--- src/rtl/mem_arbiter_pkg.sv ---
// Shared constants and types for the four-phase memory arbiter.
// Frame layout: two DMA phases followed by two CPU phases.
package mem_arbiter_pkg;

  localparam int FRAME_LEN = 4;

  localparam logic [1:0] PH_DMA0 = 2'd0;
  localparam logic [1:0] PH_DMA1 = 2'd1;
  localparam logic [1:0] PH_CPU0 = 2'd2;
  localparam logic [1:0] PH_CPU1 = 2'd3;
  localparam logic [1:0] PH_LAST = 2'(FRAME_LEN - 1);

  typedef enum logic [1:0] {
    RUN,
    HOLD_WAIT,
    HOLD
  } state_t;

endpackage

--- src/rtl/mem_arbiter_phase.sv ---
// Frame phase counter and CPU clock-enable generation.
// One CPU step is granted in the last phase of every running frame.
module mem_arbiter_phase
  import mem_arbiter_pkg::*;
(
  input  logic       clock,
  input  logic       reset_n,
  input  logic       i_run,
  output logic [1:0] o_phase,
  output logic       o_cpu_ce
);

  logic [1:0] r_phase;

  always_ff @(posedge clock) begin
    if (!reset_n) begin
      r_phase <= PH_DMA0;
    end else if (r_phase == PH_LAST) begin
      r_phase <= PH_DMA0;
    end else begin
      r_phase <= r_phase + 2'd1;
    end
  end

  assign o_phase  = r_phase;
  assign o_cpu_ce = reset_n & i_run & (r_phase == PH_CPU1);

endmodule

--- src/rtl/mem_arbiter.sv ---
// Time-slotted SRAM arbiter between CPU and video/DMA fetcher.
// Bus hold (RUN/HOLD_WAIT/HOLD) is built only with MEM_ARBITER_HOLD_EN.
module mem_arbiter
  import mem_arbiter_pkg::*;
(
  input  logic        clock,
  input  logic        reset_n,
  input  logic [15:0] cpu_address,
  input  logic        cpu_rd,
  input  logic        cpu_we,
  input  logic [7:0]  cpu_out,
  output logic        cpu_ce,
  output logic [7:0]  cpu_in,
  input  logic        dma_req,
  input  logic [15:0] dma_address,
  output logic        dma_ack,
  output logic [7:0]  dma_data,
  input  logic        dma_hold,
  output logic        hlda,
  output logic [15:0] mem_address,
  input  logic [7:0]  mem_in,
  output logic [7:0]  mem_out,
  output logic        mem_we
);

  state_t     r_state;
  state_t     w_state_nxt;
  logic [1:0] w_phase;
  logic       w_hold;
  logic       w_start;
  logic       w_capture;
  logic       r_pend;
  logic       r_ack;
  logic [7:0] r_dma_data;
  logic       w_unused;

  assign w_unused = cpu_rd ^ dma_hold;
  assign w_hold   = (r_state == HOLD);

  mem_arbiter_phase u_phase (
    .clock    (clock),
    .reset_n  (reset_n),
    .i_run    (~w_hold),
    .o_phase  (w_phase),
    .o_cpu_ce (cpu_ce)
  );

  always_ff @(posedge clock) begin
    if (!reset_n) begin
      r_state <= RUN;
    end else begin
      r_state <= w_state_nxt;
    end
  end

  // Hold decisions are only taken at frame boundaries.
  always_comb begin
    w_state_nxt = r_state;
`ifdef MEM_ARBITER_HOLD_EN
    if (w_phase == PH_CPU1) begin
      unique case (r_state)
        RUN: begin
          if (dma_hold) w_state_nxt = HOLD_WAIT;
        end
        HOLD_WAIT: begin
          if (!dma_hold)    w_state_nxt = RUN;
          else if (!cpu_we) w_state_nxt = HOLD;
        end
        HOLD: begin
          if (!dma_hold) w_state_nxt = RUN;
        end
        default: w_state_nxt = RUN;
      endcase
    end
`else
    w_state_nxt = RUN;
`endif
  end

  // Reads launch on even phases; in HOLD both halves of the frame are DMA.
  assign w_start   = dma_req & ~w_phase[0]
                   & ((w_phase == PH_DMA0) | w_hold);
  assign w_capture = r_pend & w_phase[0];

  always_ff @(posedge clock) begin
    if (!reset_n) begin
      r_pend     <= 1'b0;
      r_ack      <= 1'b0;
      r_dma_data <= 8'h00;
    end else begin
      r_pend <= w_start;
      r_ack  <= w_capture;
      if (w_capture) r_dma_data <= mem_in;
    end
  end

  assign dma_ack  = r_ack & reset_n;
  assign dma_data = r_dma_data;
  assign hlda     = w_hold & reset_n;
  assign cpu_in   = mem_in;
  assign mem_out  = cpu_out;

  assign mem_address = (w_hold | ~w_phase[1]) ? dma_address
                                              : cpu_address;
  assign mem_we = reset_n & ~w_hold & cpu_we
                & (w_phase == PH_CPU0);

endmodule

--- config.mk ---
export PLATFORM = sky130hd
export DESIGN_NAME = mem_arbiter
export DESIGN_NICKNAME = d
export VERILOG_FILES = /design/src/rtl/mem_arbiter_pkg.sv /design/src/rtl/mem_arbiter_phase.sv /design/src/rtl/mem_arbiter.sv
export SDC_FILE = /design/constraint.sdc
export NUM_CORES = 1
export LEC_CHECK = 0
export CORE_MARGIN = 2
export CORE_UTILIZATION = 30
export CTS_CLUSTER_DIAMETER = 50
export DETAILED_ROUTE_END_ITERATION = 10
export PLACE_DENSITY = 0.86
export SYNTH_ARGS = -nofsm -noshare
export SYNTH_HDL_FRONTEND = slang
export SYNTH_HIERARCHICAL = 1
export SYNTH_SLANG_ARGS = --single-unit
--- constraint.sdc ---
create_clock -name clock -period 2.7 [get_ports clock]
set_input_delay 0.405 -clock clock [delete_from_list [all_inputs] [get_ports clock]]
set_output_delay 0.405 -clock clock [all_outputs]
set_load 0.005 [all_outputs]
Yosys cells after proc, flatten, opt, wreduce, memory -nomap -nowiden
Index checks and enable logic that the tools add are counted.
{"block": "word_totals", "register_bits": 12, "elab_cells": 19, "input_bits": 54, "output_inout_bits": 44}
{"block": "op_classes", "n_reduce_logical": 2, "bitwise": 9, "n_eq_ne": 2, "n_addsub": 1, "mux": 1}
{"cell": "16-bit two-way mux", "n": 1}
{"cell": "1-bit bitwise AND", "n": 7}
{"cell": "2-bit equality test (second input constant)", "n": 2}
{"cell": "2-bit by 1-bit adder with 2-bit output (second input constant)", "n": 1}
{"cell": "2-bit logical NOT", "n": 1}
{"cell": "1-bit NOT", "n": 2}
{"cell": "2-bit OR reduction", "n": 1}

Longest topological paths before layout
Gate-level depths: netlist (run 1).
{"block": "depth", "depth_word": 3, "depth_mapped": 4, "mapped_depth_nobuf": 2}

Cells and area by module
Netlist (run 1), hierarchy kept.
{"mod": "mem_arbiter", "area_per_inst_um2": 808.3, "cells_each": 81, "n_inst": 1, "seq_area_each_um2": 200.2}
{"mod": "mem_arbiter_phase", "area_per_inst_um2": 81.3, "cells_each": 6, "n_inst": 1, "seq_area_each_um2": 40.0}

Worst setup path after synthesis (run 1)
OpenSTA, ideal clock, no wires.
{"block": "synth_timing", "kind": "in2out", "from": "input port reset_n", "to": "output port mem_we", "stages": 2, "t_arrival_ps": 893, "required_ps": 2295, "n_path_buf": 1, "path_slack_ps": 1402, "path_cell_list": "clkbuf_1 -> and4b_2"}
{"block": "synth_between", "elab_chain_len": 2}
{"element": "from (decl)", "line": "mem_arbiter.sv:7", "source": "input logic reset_n,"}
{"element": "1-bit bitwise AND", "line": "mem_arbiter.sv:105", "source": "assign mem_we = reset_n & ~w_hold & cpu_we"}
{"element": "1-bit bitwise AND", "line": "mem_arbiter.sv:106", "source": "& (w_phase == PH_CPU0);"}
{"element": "to (decl)", "line": "mem_arbiter.sv:23", "source": "output logic mem_we"}
Every way passes these cells.

Worst setup path after layout (run 1)
{"block": "layout_timing", "from": "register u_phase.r_phase[1], in the netlist u_phase/o_phase[1]", "to": "output port mem_address[11]"}
{"block": "layout_between", "elab_chain_len": 1}
{"element": "from (decl)", "line": "mem_arbiter_phase.sv:13", "source": "logic [1:0] r_phase;"}
{"element": "from (signal assigned)", "line": "mem_arbiter_phase.sv:21", "source": "r_phase <= r_phase + 2'd1;"}
{"element": "16-bit two-way mux", "line": "mem_arbiter.sv:103", "source": "assign mem_address = (w_hold | ~w_phase[1]) ? dma_address"}
{"element": "to (decl)", "line": "mem_arbiter.sv:20", "source": "output logic [15:0] mem_address,"}
Every way passes these cells.

==> impl_metrics.py, run 1 <==
metrics = {
    "hold_path": {
        "whs_path_depth": 2,
        "hold_class": "flop to flop",
    },
    "sta": {
        "setup_ws_ns": 0.4076,
        "finalHoldViolCount": 0,
        "fmax_ghz": 0.4362,
        "slew_viol_final": 0,
        "skew_ns": 0.003083,
        "fin_crit_sh_pct": 84.90,
        "finalWorstPathRequiredPeriod_ns": 2.292,
        "whs_ns": 0.4591,
        "setup_viol": 0,
        "rsz0062_at_grt": "false",
        "fin_setup_tns_ns": 0,
    },
    "clocking": {
        "cts_resized": 0,
        "tritoncts": "built",
        "clock_latency_ns": 0.26,
        "clk_path_buf_depth": 2,
        "cts.sinks": 12,
        "htreeDepth": 1,
        "clk_pin_slew_worst_paths_ns": 0.07,
        "post_cts_buffers": 0,
        "numCtsBuffers": 3,
        "cts-root-buf": "clkbuf_4",
        "cts_hold_buf": 0,
    },
    "floorplan": {
        "die_width_um": 58.46,
        "coreArea_um2": 2781,
        "initial_core_util_pct": 31.98,
        "pin_count": 98,
        "rows": 19,
        "die_y_um": 58.46,
        "fp.dieArea_um2": 3417,
    },
    "detailed_routing": {
        "vias": 832,
        "antenna_left": 0,
        "drc": 0,
        "firstDrtPassIters": 4,
        "drt_iter0_drc": 7,
        "wire_per_inst_um": 13.73,
        "vias_per_cell": 4.674,
        "wirelength_mm": 2.444,
    },
    "worst_setup_path": {
        "worstPathCellList": "buf_4, mux2_4, clkdlybuf4s50_1",
        "start_kind": "flop",
        "cp_slowest_cell": "dfxtp_1",
        "worstPathArrival_ns": 1.89,
        "required_ns": 2.30,
        "cp_max_fo": 10,
        "crit_buf_inv": 2,
        "endpoint_kind": "output port",
        "reg2reg_depth": 2,
        "critPathMaxStageDelay_ns": 0.56,
        "crit_family": "buffers and inverters",
        "cp.depth": 3,
        "worst-setup-path-type": "flop to output port",
    },
    "finish": {
        "area_growth_pct": 75.25,
        "layout_common_cells": "78 x clkdlybuf4s50_1, 12 x dfxtp_1",
        "nNetsFinal": 204,
        "final_common_cell": "clkdlybuf4s50_1",
        "layoutNonFillerInstCount": 178,
        "postLayoutCellArea_um2": 1559,
        "seqCellArea_um2": 240.2,
        "drive_above_1_share_pct": 23.81,
        "multi_input_area_um2": 454.2,
        "antenna_cells": 0,
        "fillers": 241,
    },
    "placement": {
        "dp_slack_ns": 0.4495,
        "hpwl_mm": 2.116,
        "port_buffers": 78,
        "gp_congestion": 0.6664,
        "dp_cells": 175,
        "dpl_cell_area_um2": 1536,
    },
    "grt": {
        "grt_most_used_layer": "met2",
        "grt_overflow": 0,
        "grt_pass1_wl_mm": 3.898,
        "antenna_found_initial": 0,
        "grt_max_degree": 15,
        "grt_pass1_vias": 881,
        "gr-usage-met1_pct": 16.80,
        "grt_usage_pct": 14.68,
        "grt_util_met3_pct": 7.692,
        "use_met2_pct": 24.88,
    },
    "outcome": {
        "outcome": "finished clean",
    },
    "job": {
        "max_cap_viol_count": 0,
    },
    "synthesis": {
        "synth_seq_cells": 12,
        "synthCells": 87,
        "synth_area_um2": 889.6,
        "syn_nets": 142,
        "synth.distinct_cells": 21,
        "synth.avg_cell_area_um2": 10.23,
        "yosys_warnings": 6,
        "synth-seq-area-share_pct": 27.00,
    },
    "power_and_ir_drop": {
        "ir_drop_mv": 0.2156,
        "p_leak_nw": 0.6066,
        "powerDensity_nw_per_um2": 349.2,
    },
}
final timing paths:
check | to | slack (ns) | startpoint
worst max register to register | r_pend$_SDFF_PN0_ | 1.51 | u_phase/o_phase[1]$_SDFF_PP0_
worst max-delay path | mem_address[11] | 0.41 | u_phase/o_phase[1]$_SDFF_PP0_
worst min register to register | dma_data[5]$_SDFFE_PN0P_ | 0.46 | dma_data[5]$_SDFFE_PN0P_
worst min-delay path | dma_data[5]$_SDFFE_PN0P_ | 0.46 | dma_data[5]$_SDFFE_PN0P_
synth_stat cells:
library cell	count	area share, %
buf_4	17	14
conb_1	2	0.84
mux2_4	8	14
mux2_2	8	10
buf_6	3	3.8
nor3b_2	1	1.4
buf_12	1	2.3
nand4_1	8	5.6
nand2_1	8	3.4
clkbuf_1	1	0.42
o21ai_2	8	7.9
and4b_2	1	1.3
and3_1	1	0.70
and3_2	1	0.84
ha_1	1	1.4
and4bb_2	1	1.4
and3b_1	1	0.98
and2_4	1	0.98
dfxtp_1	12	27
and2_1	1	0.70
buf_2	2	1.1
tightest hold or removal path, stage by stage, from the launching register on:
cell and delay (ns):
dfxtp_1 0.31, nand2_1 0.06, o21ai_2 0.05
sequential cells by signal (all words and copies together) (netlist names):
register         count
dma_data             8
u_phase/o_phase      2
r_ack                1
r_pend               1
stage by stage:
step	util (%)	power [mW]
floorplan	-	0.3236
global placement	55.24	0.4420
detailed placement	55.24	0.4484
CTS	56.05	0.5524
global route	56.05	0.5772
finish	56.05	0.5443
power breakdown:
group / switching [mW] / internal, mW / leakage (nW)
sequential: 0.0130 / 0.185 / 0.0976
clock: 0.0508 / 0.0514 / 0.0138
combinational: 0.0681 / 0.176 / 0.495
total: 0.132 / 0.412 / 0.607
metal layers:
layer	vias up	wire length (um)
met4	0	0
met5	-	0
met3	0	383
li1	407	-
met1	366	863
met2	59	1196
cell type report:
class	count	area share, %
clock buffer	3	1.445
multi-input combinational	51	29.13
sequential	12	15.41
tap	31	2.488
timing repair buffer	81	51.52
cells by family (layout without fill, tap and decap cells):
kind of cell	count (synthesis)	count (layout)	share of synthesized area [%]
compound gates	8	8	7.877
other cells	2	2	0.8442
buf+inv	24	84	21.94
fa+ha+maj	1	1	1.406
flops	12	12	27.00
simple gates	24	24	17.30
mux	16	16	23.63
No activity file was read; power rests on OpenSTA's default activity.
==> inputs of run 2 (changes only) <==
--- a/config.mk
+++ b/config.mk
@@ -6,10 +6,10 @@
 export NUM_CORES = 1
 export LEC_CHECK = 0
 export CORE_MARGIN = 2
-export CORE_UTILIZATION = 30
+export CORE_UTILIZATION = 28
 export CTS_CLUSTER_DIAMETER = 50
 export DETAILED_ROUTE_END_ITERATION = 10
-export PLACE_DENSITY = 0.86
+export PLACE_DENSITY = 0.81
 export SYNTH_ARGS = -nofsm -noshare
 export SYNTH_HDL_FRONTEND = slang
 export SYNTH_HIERARCHICAL = 1
==> constraint.sdc (replaced) <==
create_clock -name clock -period 2.28 [get_ports clock]
set_input_delay 0.342 -clock clock [delete_from_list [all_inputs] [get_ports clock]]
set_output_delay 0.342 -clock clock [all_outputs]
set_load 0.005 [all_outputs]
==> run 2 against run 1 <==
Net effect: worst hold slack worse by 0.00089 ns; worst setup slack worse by 0.16 ns; die area increased by 6.6%; sequential share of layout area is 0.16 points lower; critical path depth stayed put; global-route usage down 0.065 points; sequential power increased by 16%; clock power grew 21%; critical endpoint is now mem_address[15]; first-iteration DRC count grew to 4.9 times the previous value; largest power group unchanged; clock skew is essentially flat; total power up 19%.
==> impl_metrics.py, run 2 (same netlist as run 1, synthesis figures left out) <==
metrics = {
    "outcome": {
        "outcome": "finished clean",
    },
    "power_and_ir_drop": {
        "switching_share_pct": 24.46,
        "powerDensity_nw_per_um2": 410.7,
        "seqPwrFrac_pct": 35.4,
        "p_leak_nw": 0.6066,
        "comb_power_share_pct": 45.6,
        "p_switching_mw": 0.1583,
        "power_frac_clock_pct": 19.0,
        "intPower_mw": 0.4887,
        "ir_drop_mv": 0.2030,
    },
    "hold_path": {
        "worstHoldStart": "dma_data[2]$_SDFFE_PN0P_",
        "hold_class": "flop to flop",
        "hold_end": "dma_data[2]$_SDFFE_PN0P_",
        "whs_path_depth": 2,
    },
    "floorplan": {
        "die_y_um": 60.37,
        "initial_core_util_pct": 29.38,
        "die_width_um": 60.37,
        "pin_count": 98,
        "coreArea_um2": 3028,
        "fp.dieArea_um2": 3644,
        "rows": 20,
    },
    "worst_setup_path": {
        "reg2reg_depth": 3,
        "crit_buf_inv": 2,
        "r2r-end": "dma_data[5]$_SDFFE_PN0P_",
        "cp_max_fo": 18,
        "cp_slowest_cell": "clkdlybuf4s50_1",
        "worstPathCellList": "buf_4, mux2_2, clkdlybuf4s50_1",
        "start_kind": "flop",
        "reg2reg_slack_ns": 1.25,
        "rr_startpoint": "u_phase/o_phase[0]$_SDFF_PP0_",
        "worstPathArrival_ns": 1.69,
        "endpoint_kind": "output port",
        "crit_family": "buffers and inverters",
        "required_ns": 1.94,
        "worst-setup-path-type": "flop to output port",
        "critPathMaxStageDelay_ns": 0.46,
    },
    "clocking": {
        "cts.sinks": 12,
        "htreeDepth": 1,
        "clk_path_buf_depth": 2,
        "cts_hold_buf": 0,
        "numCtsBuffers": 3,
        "cts-root-buf": "clkbuf_4",
        "post_cts_buffers": 0,
        "clock_latency_ns": 0.26,
        "clk_pin_slew_worst_paths_ns": 0.07,
        "tritoncts": "built",
        "cts_resized": 0,
    },
    "detailed_routing": {
        "drt_iter0_drc": 34,
        "firstDrtPassIters": 4,
        "wirelength_mm": 2.516,
        "vias": 843,
        "drc": 0,
        "vias_per_cell": 4.414,
        "antenna_left": 0,
        "wire_per_inst_um": 13.17,
    },
    "finish": {
        "seqCellArea_um2": 240.2,
        "layout_common_cells": "78 x clkdlybuf4s50_1, 12 x dfxtp_1",
        "largest_reg_flops": 8,
        "nNetsFinal": 204,
        "fillers": 276,
        "multi_input_area_um2": 454.2,
        "final_common_cell": "clkdlybuf4s50_1",
        "antenna_cells": 0,
        "drive_above_1_share_pct": 23.81,
        "area_growth_pct": 77.07,
    },
    "placement": {
        "port_buffers": 78,
        "gp_congestion": 0.7355,
        "dp_slack_ns": 0.3082,
        "hpwl_mm": 2.119,
    },
    "sta": {
        "finalHoldViolCount": 0,
        "setup_ws_ns": 0.2444,
        "fin_setup_tns_ns": 0,
        "skew_ns": 0.003420,
        "fmax_ghz": 0.4912,
        "rsz0062_at_grt": "false",
        "finalWorstPathRequiredPeriod_ns": 2.036,
        "fin_crit_sh_pct": 89.28,
        "slew_viol_final": 0,
        "setup_viol": 0,
    },
    "grt": {
        "grt_pass1_wl_mm": 3.933,
        "grt_usage_pct": 14.62,
        "grt_pass1_vias": 933,
        "grt_overflow": 0,
        "grt_max_degree": 20,
        "antenna_found_initial": 0,
    },
    "job": {
        "max_cap_viol_count": 0,
    },
}
run 2: cell counts in the layout (fill, tap and decap cells not counted):
Identical to the previous run, type by type.
run 2: area by class of cell:
| cell class | instances | area share, % |
|---|---|---|
| flip-flops and latches | 12 | 15.25 |
| well taps | 44 | 3.495 |
| clock buffers | 3 | 1.430 |
| multi-input cells | 51 | 28.83 |
| repair buffers | 81 | 50.99 |
run 2: worst max-delay path by stage:
| stage | from | endpoint | cells after the start |
|---|---|---|---|
| after detailed placement | reset_n | mem_we | 3 |
| after global placement | reset_n | mem_we | 3 |
| final | u_phase/o_phase[1]$_SDFF_PP0_ | mem_address[15] | 3 |
| after floorplan | u_phase/o_phase[1]$_SDFF_PP0_ | mem_address[10] | 3 |
| after CTS | u_phase/o_phase[1]$_SDFF_PP0_ | mem_address[13] | 3 |
| after global routing | u_phase/o_phase[1]$_SDFF_PP0_ | mem_address[13] | 3 |
run 2: per-layer routing:
metal / GRT usage, % / wire, um / vias up
met3: 5.544 / 315 / 4
met2: 25.31 / 1198 / 67
met4: 7.619 / 40 / 0
met1: 15.39 / 962 / 364
met5: 0 / 0 / -
li1: - / - / 408
run 2: worst min-delay path, cell delays in order, from the launching register on:
cell     delay (ns)
dfxtp_1        0.31
nand2_1        0.07
o21ai_2        0.04
run 2: per-stage QoR:
step / instance area [um2] / power [mW] / util [%] / cells / hold slack [ns]
2_1_floorplan: 889.6 / 0.3832 / - / 87 / 0.4555
3_3_place_gp: 1553 / 0.5235 / 51.28 / 188 / 0.4485
3_5_place_dp: 1553 / 0.5300 / 51.28 / 188 / 0.4500
4_1_cts: 1575 / 0.6599 / 52.02 / 191 / 0.4604
5_1_grt: 1575 / 0.6870 / 52.02 / 191 / 0.4704
6_report: 1575 / 0.6470 / 52.02 / 191 / 0.4582
run 2: power by group through the flow:
| stage | combinational, mW | sequential [mW] | clock (mW) |
|---|---|---|---|
| 2_1_floorplan | 0.153 | 0.231 | 0 |
| 3_3_place_gp | 0.290 | 0.233 | 0 |
| 3_5_place_dp | 0.296 | 0.234 | 0 |
| 4_1_cts | 0.298 | 0.229 | 0.133 |
| 5_1_grt | 0.315 | 0.231 | 0.141 |
| 6_report | 0.295 | 0.229 | 0.123 |
